<file path="src/rtl/p4_parte1_memtest_pkg.sv">
// Shared encodings for the on-chip RAM pattern self-test engine.
// State and pattern encodings are plain logic constants so legacy code can compare them directly.
package p4_parte1_memtest_pkg;

  typedef logic [2:0] state_t;
  localparam state_t ST_IDLE  = 3'd0;
  localparam state_t ST_WRITE = 3'd1;
  localparam state_t ST_READ  = 3'd2;
  localparam state_t ST_DRAIN = 3'd3;
  localparam state_t ST_DONE  = 3'd4;

  typedef logic [1:0] pat_sel_t;
  localparam pat_sel_t PAT_INC     = 2'd0;
  localparam pat_sel_t PAT_CHECKER = 2'd1;
  localparam pat_sel_t PAT_LFSR    = 2'd2;
  localparam pat_sel_t PAT_CONST   = 2'd3;

  localparam logic [15:0] LFSR_TAPS_DEF      = 16'hB400;
  localparam logic [15:0] LFSR_ZERO_SEED_DEF = 16'hACE1;

endpackage

</file>
<file path="src/rtl/p4_parte1_pattern_gen.sv">
// Test-pattern generator. Reloading it from the same seed replays the identical word sequence,
// which is how the read phase regenerates what the write phase stored.
module p4_parte1_pattern_gen
  import p4_parte1_memtest_pkg::*;
#(
  parameter int                 ADDR_W         = 9,
  parameter int                 DATA_W         = 16,
  parameter logic [DATA_W-1:0]  LFSR_TAPS      = DATA_W'(LFSR_TAPS_DEF),
  parameter logic [DATA_W-1:0]  LFSR_ZERO_SEED = DATA_W'(LFSR_ZERO_SEED_DEF)
) (
  input  logic              clk,
  input  logic [1:0]        sel,
  input  logic [DATA_W-1:0] seed,
  input  logic              load,
  input  logic              step,
  input  logic [ADDR_W-1:0] addr,
  output logic [DATA_W-1:0] pat
);

  logic [DATA_W-1:0] lfsr_q;

  function automatic logic [DATA_W-1:0] lfsr_next(input logic [DATA_W-1:0] s);
    return (s >> 1) ^ (s[0] ? LFSR_TAPS : '0);
  endfunction

  // An all-zero state would lock the LFSR, so a zero seed is replaced.
  always_ff @(posedge clk) begin
    if (load)
      lfsr_q <= (seed == '0) ? LFSR_ZERO_SEED : seed;
    else if (step)
      lfsr_q <= lfsr_next(lfsr_q);
  end

  always_comb begin
    pat = seed;
    case (sel)
      PAT_INC:     pat = seed + DATA_W'(addr);
      PAT_CHECKER: pat = addr[0] ? ~seed : seed;
      PAT_LFSR:    pat = lfsr_q;
      default:     pat = seed;
    endcase
  end

endmodule

</file>
<file path="src/rtl/p4_parte1_mem_pattern_engine.sv">
// Avalon-MM master that fills the on-chip RAM with a pattern, reads it back and reports
// pass/fail, the mismatch count and the first failing address.
module p4_parte1_mem_pattern_engine
  import p4_parte1_memtest_pkg::*;
#(
  parameter int                ADDR_W         = 9,
  parameter int                DATA_W         = 16,
  parameter int                DEPTH          = 512,
  parameter logic [DATA_W-1:0] LFSR_TAPS      = DATA_W'(LFSR_TAPS_DEF),
  parameter logic [DATA_W-1:0] LFSR_ZERO_SEED = DATA_W'(LFSR_ZERO_SEED_DEF)
) (
  input  logic                clk,
  input  logic                reset_n,
  input  logic                start,
  input  logic                abort,
  input  logic [1:0]          pattern_sel,
  input  logic [DATA_W-1:0]   seed,
  output logic                busy,
  output logic                done,
  output logic                pass,
  output logic [ADDR_W:0]     err_count,
  output logic [ADDR_W-1:0]   first_err_addr,
  output logic [ADDR_W-1:0]   address,
  output logic [DATA_W/8-1:0] byteenable,
  output logic                chipselect,
  output logic                write,
  output logic [DATA_W-1:0]   writedata,
  output logic                clken,
  input  logic [DATA_W-1:0]   readdata
);

  localparam logic [ADDR_W-1:0] LAST_ADDR = ADDR_W'(DEPTH - 1);

  state_t            state_q;
  logic [ADDR_W-1:0] addr_p0;
  logic [ADDR_W-1:0] addr_p1;
  logic [DATA_W-1:0] exp_p1;
  logic              vld_p1;
  logic [DATA_W-1:0] seed_q;
  logic [1:0]        sel_q;
  logic [ADDR_W:0]   err_count_q;
  logic [ADDR_W-1:0] first_err_q;

  logic              start_acc;
  logic              at_last;
  logic              gen_load;
  logic              gen_step;
  logic [DATA_W-1:0] gen_seed;
  logic [1:0]        gen_sel;
  logic [DATA_W-1:0] gen_pat;
  logic              mismatch;

  assign busy      = (state_q == ST_WRITE) || (state_q == ST_READ) || (state_q == ST_DRAIN);
  assign start_acc = start && !abort && ((state_q == ST_IDLE) || (state_q == ST_DONE));
  assign at_last   = (addr_p0 == LAST_ADDR);

  // The generator sees the live seed/select on the accepting edge, the captured copy afterwards.
  assign gen_seed = start_acc ? seed : seed_q;
  assign gen_sel  = start_acc ? pattern_sel : sel_q;
  assign gen_load = start_acc || ((state_q == ST_WRITE) && at_last);
  assign gen_step = ((state_q == ST_WRITE) || (state_q == ST_READ)) && !at_last;

  p4_parte1_pattern_gen #(
    .ADDR_W         (ADDR_W),
    .DATA_W         (DATA_W),
    .LFSR_TAPS      (LFSR_TAPS),
    .LFSR_ZERO_SEED (LFSR_ZERO_SEED)
  ) u_pattern_gen (
    .clk  (clk),
    .sel  (gen_sel),
    .seed (gen_seed),
    .load (gen_load),
    .step (gen_step),
    .addr (addr_p0),
    .pat  (gen_pat)
  );

  assign mismatch = vld_p1 && (readdata != exp_p1) && !(abort && busy);

  // Stage p0 -> p1: control path (state, address counter, compare-valid, error capture)
  always_ff @(posedge clk or negedge reset_n) begin
    if (!reset_n) begin
      state_q     <= ST_IDLE;
      addr_p0     <= '0;
      vld_p1      <= 1'b0;
      err_count_q <= '0;
      first_err_q <= '0;
    end else begin
      vld_p1 <= (state_q == ST_READ) && !abort;
      if (mismatch) begin
        err_count_q <= err_count_q + (ADDR_W+1)'(1);
        if (err_count_q == '0)
          first_err_q <= addr_p1;
      end
      if (abort) begin
        state_q <= ST_IDLE;
        addr_p0 <= '0;
      end else begin
        case (state_q)
          ST_IDLE, ST_DONE: begin
            if (start) begin
              state_q     <= ST_WRITE;
              addr_p0     <= '0;
              err_count_q <= '0;
              first_err_q <= '0;
            end
          end
          ST_WRITE: begin
            if (at_last) begin
              state_q <= ST_READ;
              addr_p0 <= '0;
            end else begin
              addr_p0 <= addr_p0 + ADDR_W'(1);
            end
          end
          ST_READ: begin
            if (at_last) begin
              state_q <= ST_DRAIN;
              addr_p0 <= '0;
            end else begin
              addr_p0 <= addr_p0 + ADDR_W'(1);
            end
          end
          ST_DRAIN: state_q <= ST_DONE;
          default:  state_q <= ST_IDLE;
        endcase
      end
    end
  end

  // Stage p0 -> p1: data path (expected word, its address, captured test setup)
  always_ff @(posedge clk) begin
    exp_p1  <= gen_pat;
    addr_p1 <= addr_p0;
    if (start_acc) begin
      seed_q <= seed;
      sel_q  <= pattern_sel;
    end
  end

  assign done           = (state_q == ST_DONE);
  assign pass           = done && (err_count_q == '0);
  assign err_count      = err_count_q;
  assign first_err_addr = first_err_q;
  assign address        = addr_p0;
  assign chipselect     = (state_q == ST_WRITE) || (state_q == ST_READ);
  assign write          = (state_q == ST_WRITE);
  assign writedata      = write ? gen_pat : '0;
  assign byteenable     = '1;
  assign clken          = 1'b1;

endmodule

</file>
<file path="config.mk">
export PLATFORM = sky130hd
export DESIGN_NAME = p4_parte1_mem_pattern_engine
export DESIGN_NICKNAME = d
export VERILOG_FILES = /design/src/rtl/p4_parte1_memtest_pkg.sv /design/src/rtl/p4_parte1_pattern_gen.sv /design/src/rtl/p4_parte1_mem_pattern_engine.sv
export SDC_FILE = /design/constraint.sdc
export NUM_CORES = 1
export LEC_CHECK = 0
export CAP_MARGIN = 20
export CORE_UTILIZATION = 30
export CTS_BUF_LIST = sky130_fd_sc_hd__clkbuf_16
export DETAILED_ROUTE_END_ITERATION = 7
export PLACE_DENSITY_LB_ADDON = 0.1
export SYNTH_ARGS = -nofsm -noshare
export SYNTH_HDL_FRONTEND = slang
export SYNTH_SLANG_ARGS = --single-unit
</file>
<file path="constraint.sdc">
create_clock -name clk -period 8.7 [get_ports clk]
set_input_delay 2.61 -clock clk [delete_from_list [all_inputs] [get_ports clk]]
set_output_delay 2.61 -clock clk [all_outputs]
set_load 0.005 [all_outputs]
</file>
==> impl_metrics.ini <==
[placed_design]
placed_cells = 932
hpwlAfterDp_mm = 13.24
dp_slack_ps = -282.7
io_buffer_count = 86
gp_congestion = 0.9497

[layout]
fin_cells = 950
nFillCells = 1702
drive_above_1_share = 0.1699
area_growth_pct = 36.28
register_area_um2 = 2142
multi_input_area_um2 = 2935
mostFrequentLayoutCell = clkdlybuf4s50_1
final_cell_mix = 81 x clkdlybuf4s50_1, 67 x buf_4, 62 x nand2_1
n_antenna_cell = 0
layout.nets = 779

[global_routing]
grt_antenna_before_repair = 2
track_usage = 0.1973
grt_start_max_net_pins = 33
first_global_vias = 4731
grt_overflow_total = 0
grt_pass1_wl_mm = 26.72

[job]
max_cap_viol_count = 0

[worst_hold_path]
hold_class = register to register
hold_path_end = first_err_addr[4]
min_from = addr_p1[4]
hold_depth = 2

[detailed_routing]
drc = 0
drt-total-wl_mm = 17.24
drt-pass1-iter-count = 4
drtIter0Drc = 300
ant_nets = 0
vias = 4827
avgViaCountPerCell = 5.081
routedWlPerCell_um = 18.15

[synth]
synthMuxAreaShare = 0.03986
netlist_area_um2 = 5243
synth_top_family_by_area = simple AND/OR/NAND/NOR gates
synth_compound_area_frac = 0.1642
synthAdderAreaFrac = 0.03962
avgSynthCellArea_um2 = 8.946
syn_inst = 586
async_flop_share = 0.3516
synth_seq_area_share = 0.4086
synth-edff-count = 16
ys_warn_count = 0
ys_seq_elements = 91
synthFlopType = dfxtp_1
synth-simple-area-share = 0.2060
synth_xor_area_frac = 0.09189
synth_cell_types = 66

[timing]
setup_viol = 0
setup_tns_ps = 0
period_minus_slack_ps = 8661
fmax_mhz = 115.5
final_max_slew_viol_count = 0
tightest_slew_ps = 1030
post-route-period-util = 0.9955
setup_ws_ps = 38.88
clock_skew_ps = 9.601
rsz0062_at_grt = true
relSlewSlack = 0.3073
hold_viol_final = 0

[critical_path]
required_ps = 6090
crit_path_end_kind = output port
reg2reg_depth = 14
critPathKind = primary input to output port
path_max_fanout = 6
regToRegEndpoint = exp_p1[15]
rrSetupSlack_ps = 5300
cp-start-kind = primary input
arrival_ps = 6050
rr_startpoint = state_q[0]

[cts]
numCtsBuffers = 9
cts_tree = done
cts-root-buf = clkbuf_16
htreeDepth = 3
cts_buffer_depth = 2
clock_latency_ps = 350
cts.clk_slew.worst_paths_ps = 70
cts.sinks = 91
cts-hold-fix-buffers = 0

[floorplan]
die_h_um = 134.2
initial_utilization = 0.3117
fp.dieW_um = 134.2
dieArea_um2 = 18010
core_um2 = 16820
ios = 90
rows = 47

[run_status]
outcome = finished clean

[pwr]
p_leak_uw = 0.002986
vdd_drop_max_mv = 0.09570
p_per_area_nw_per_um2 = 191.4
==> repair_timing <==
action,CTS,global route
pin swaps,1,4
endpoints found under the setup margin,11,11
buffers inserted,2,0
resized for setup,16,11
==> cell families (layout without fill, tap and decap cells) <==
| logic type | Yosys count | in the layout |
|---|---|---|
| and+or+nand+nor | 219 | 219 |
| AOI/OAI and AO/OA | 128 | 128 |
| DFF | 91 | 91 |
| buffers and inverters | 57 | 199 |
| xor gates and xnor gates | 55 | 55 |
| muxes | 19 | 19 |
| adders and majority gates | 16 | 16 |
| other | 1 | 3 |
==> flip-flops by register name, summed over array words and instances, names as in the netlist <==
name,count
seed_q,16
u_pattern_gen.lfsr_q,16
sel_q,2
vld_p1,1
err_count,10
first_err_addr,9
address,9
state_q,3
addr_p1,9
exp_p1,16
==> cell type report <==
type,count,share of cell area
repair buffers,155,0.1942
multi-input cells,440,0.4109
well taps,220,0.03853
inverters,28,0.01471
clock inverters,7,0.01033
clock buffers,9,0.03152
flip-flops and latches,91,0.2998
==> how the worst max path moves through the flow <==
stage	start	endpoint	slack, ps	cells past startpoint
after floorplan	abort	writedata[12]	910	11
after global placement	abort	writedata[12]	-230	14
after detailed placement	start	writedata[11]	-280	14
after CTS	start	writedata[10]	-20	15
after global routing	start	writedata[15]	-130	16
final	start	writedata[13]	40	15
==> through the flow <==
step	hold WS (ps)	area [um2]	total power, uW	util
finish	446.9	7144	1367	0.4248
global route	480.1	7144	1444	0.4248
CTS	454.7	7114	1374	0.4230
detailed placement	444.5	6736	960.3	0.4005
global placement	439.5	6736	959.0	0.4005
floorplan	429.0	5250	761.7	-
==> cells in the mapped netlist, types with 4 or more instances <==
library cell  number  area [um2]
dfxtp_1           43       860.8
nand2_1           62       232.7
inv_1             26       97.59
ha_1              15       187.7
nand3_1           17       85.08
a211oi_1          13       97.59
dfrtp_1           32       800.8
mux2_2             5       56.30
buf_6              4       45.04
o21ai_0           23       115.1
nor2_1            59       221.5
nor3_1            19       95.09
a21oi_1           42       210.2
o22a_1             7       61.31
clkbuf_1          20       75.07
or3_1              6       37.54
and2_1            11       68.82
xor2_1            16       140.1
o22ai_1            5       31.28
nor4_1             6       37.54
mux2i_1           13       130.1
o211ai_1           4       30.03
nand2b_1           8       50.05
nand4_1           13       81.33
xnor2_1           39       341.6
edfxtp_1          16       480.5
==> where the power goes <==
group	total (uW)	switching [uW]	internal [uW]	leakage (uW)
logic	435	234	201	0.00188
clock network	402	177	225	0.000151
registers	531	39.2	492	0.000957
==> layer usage <==
metal / GRT usage / wire (um) / vias up
li1: - / - / 2358
met1: 0.2870 / 8619 / 2297
met2: 0.2933 / 7247 / 152
met3: 0.03666 / 1090 / 20
met4: 0.06180 / 285 / 0
met5: 0 / 0 / -
==> worst max-delay path, stage by stage <==
cell and delay (ps):
clkdlybuf4s50_1 480, nor4b_4 210, buf_6 170, buf_4 140, mux2i_4 230, inv_2 80
ha_1 300, and2_1 160, a221o_1 320, o21a_1 220, buf_4 170, o22ai_2 210
mux2i_1 200, nand2_1 90, clkdlybuf4s50_1 460
Power figures use the tool's default switching activity.
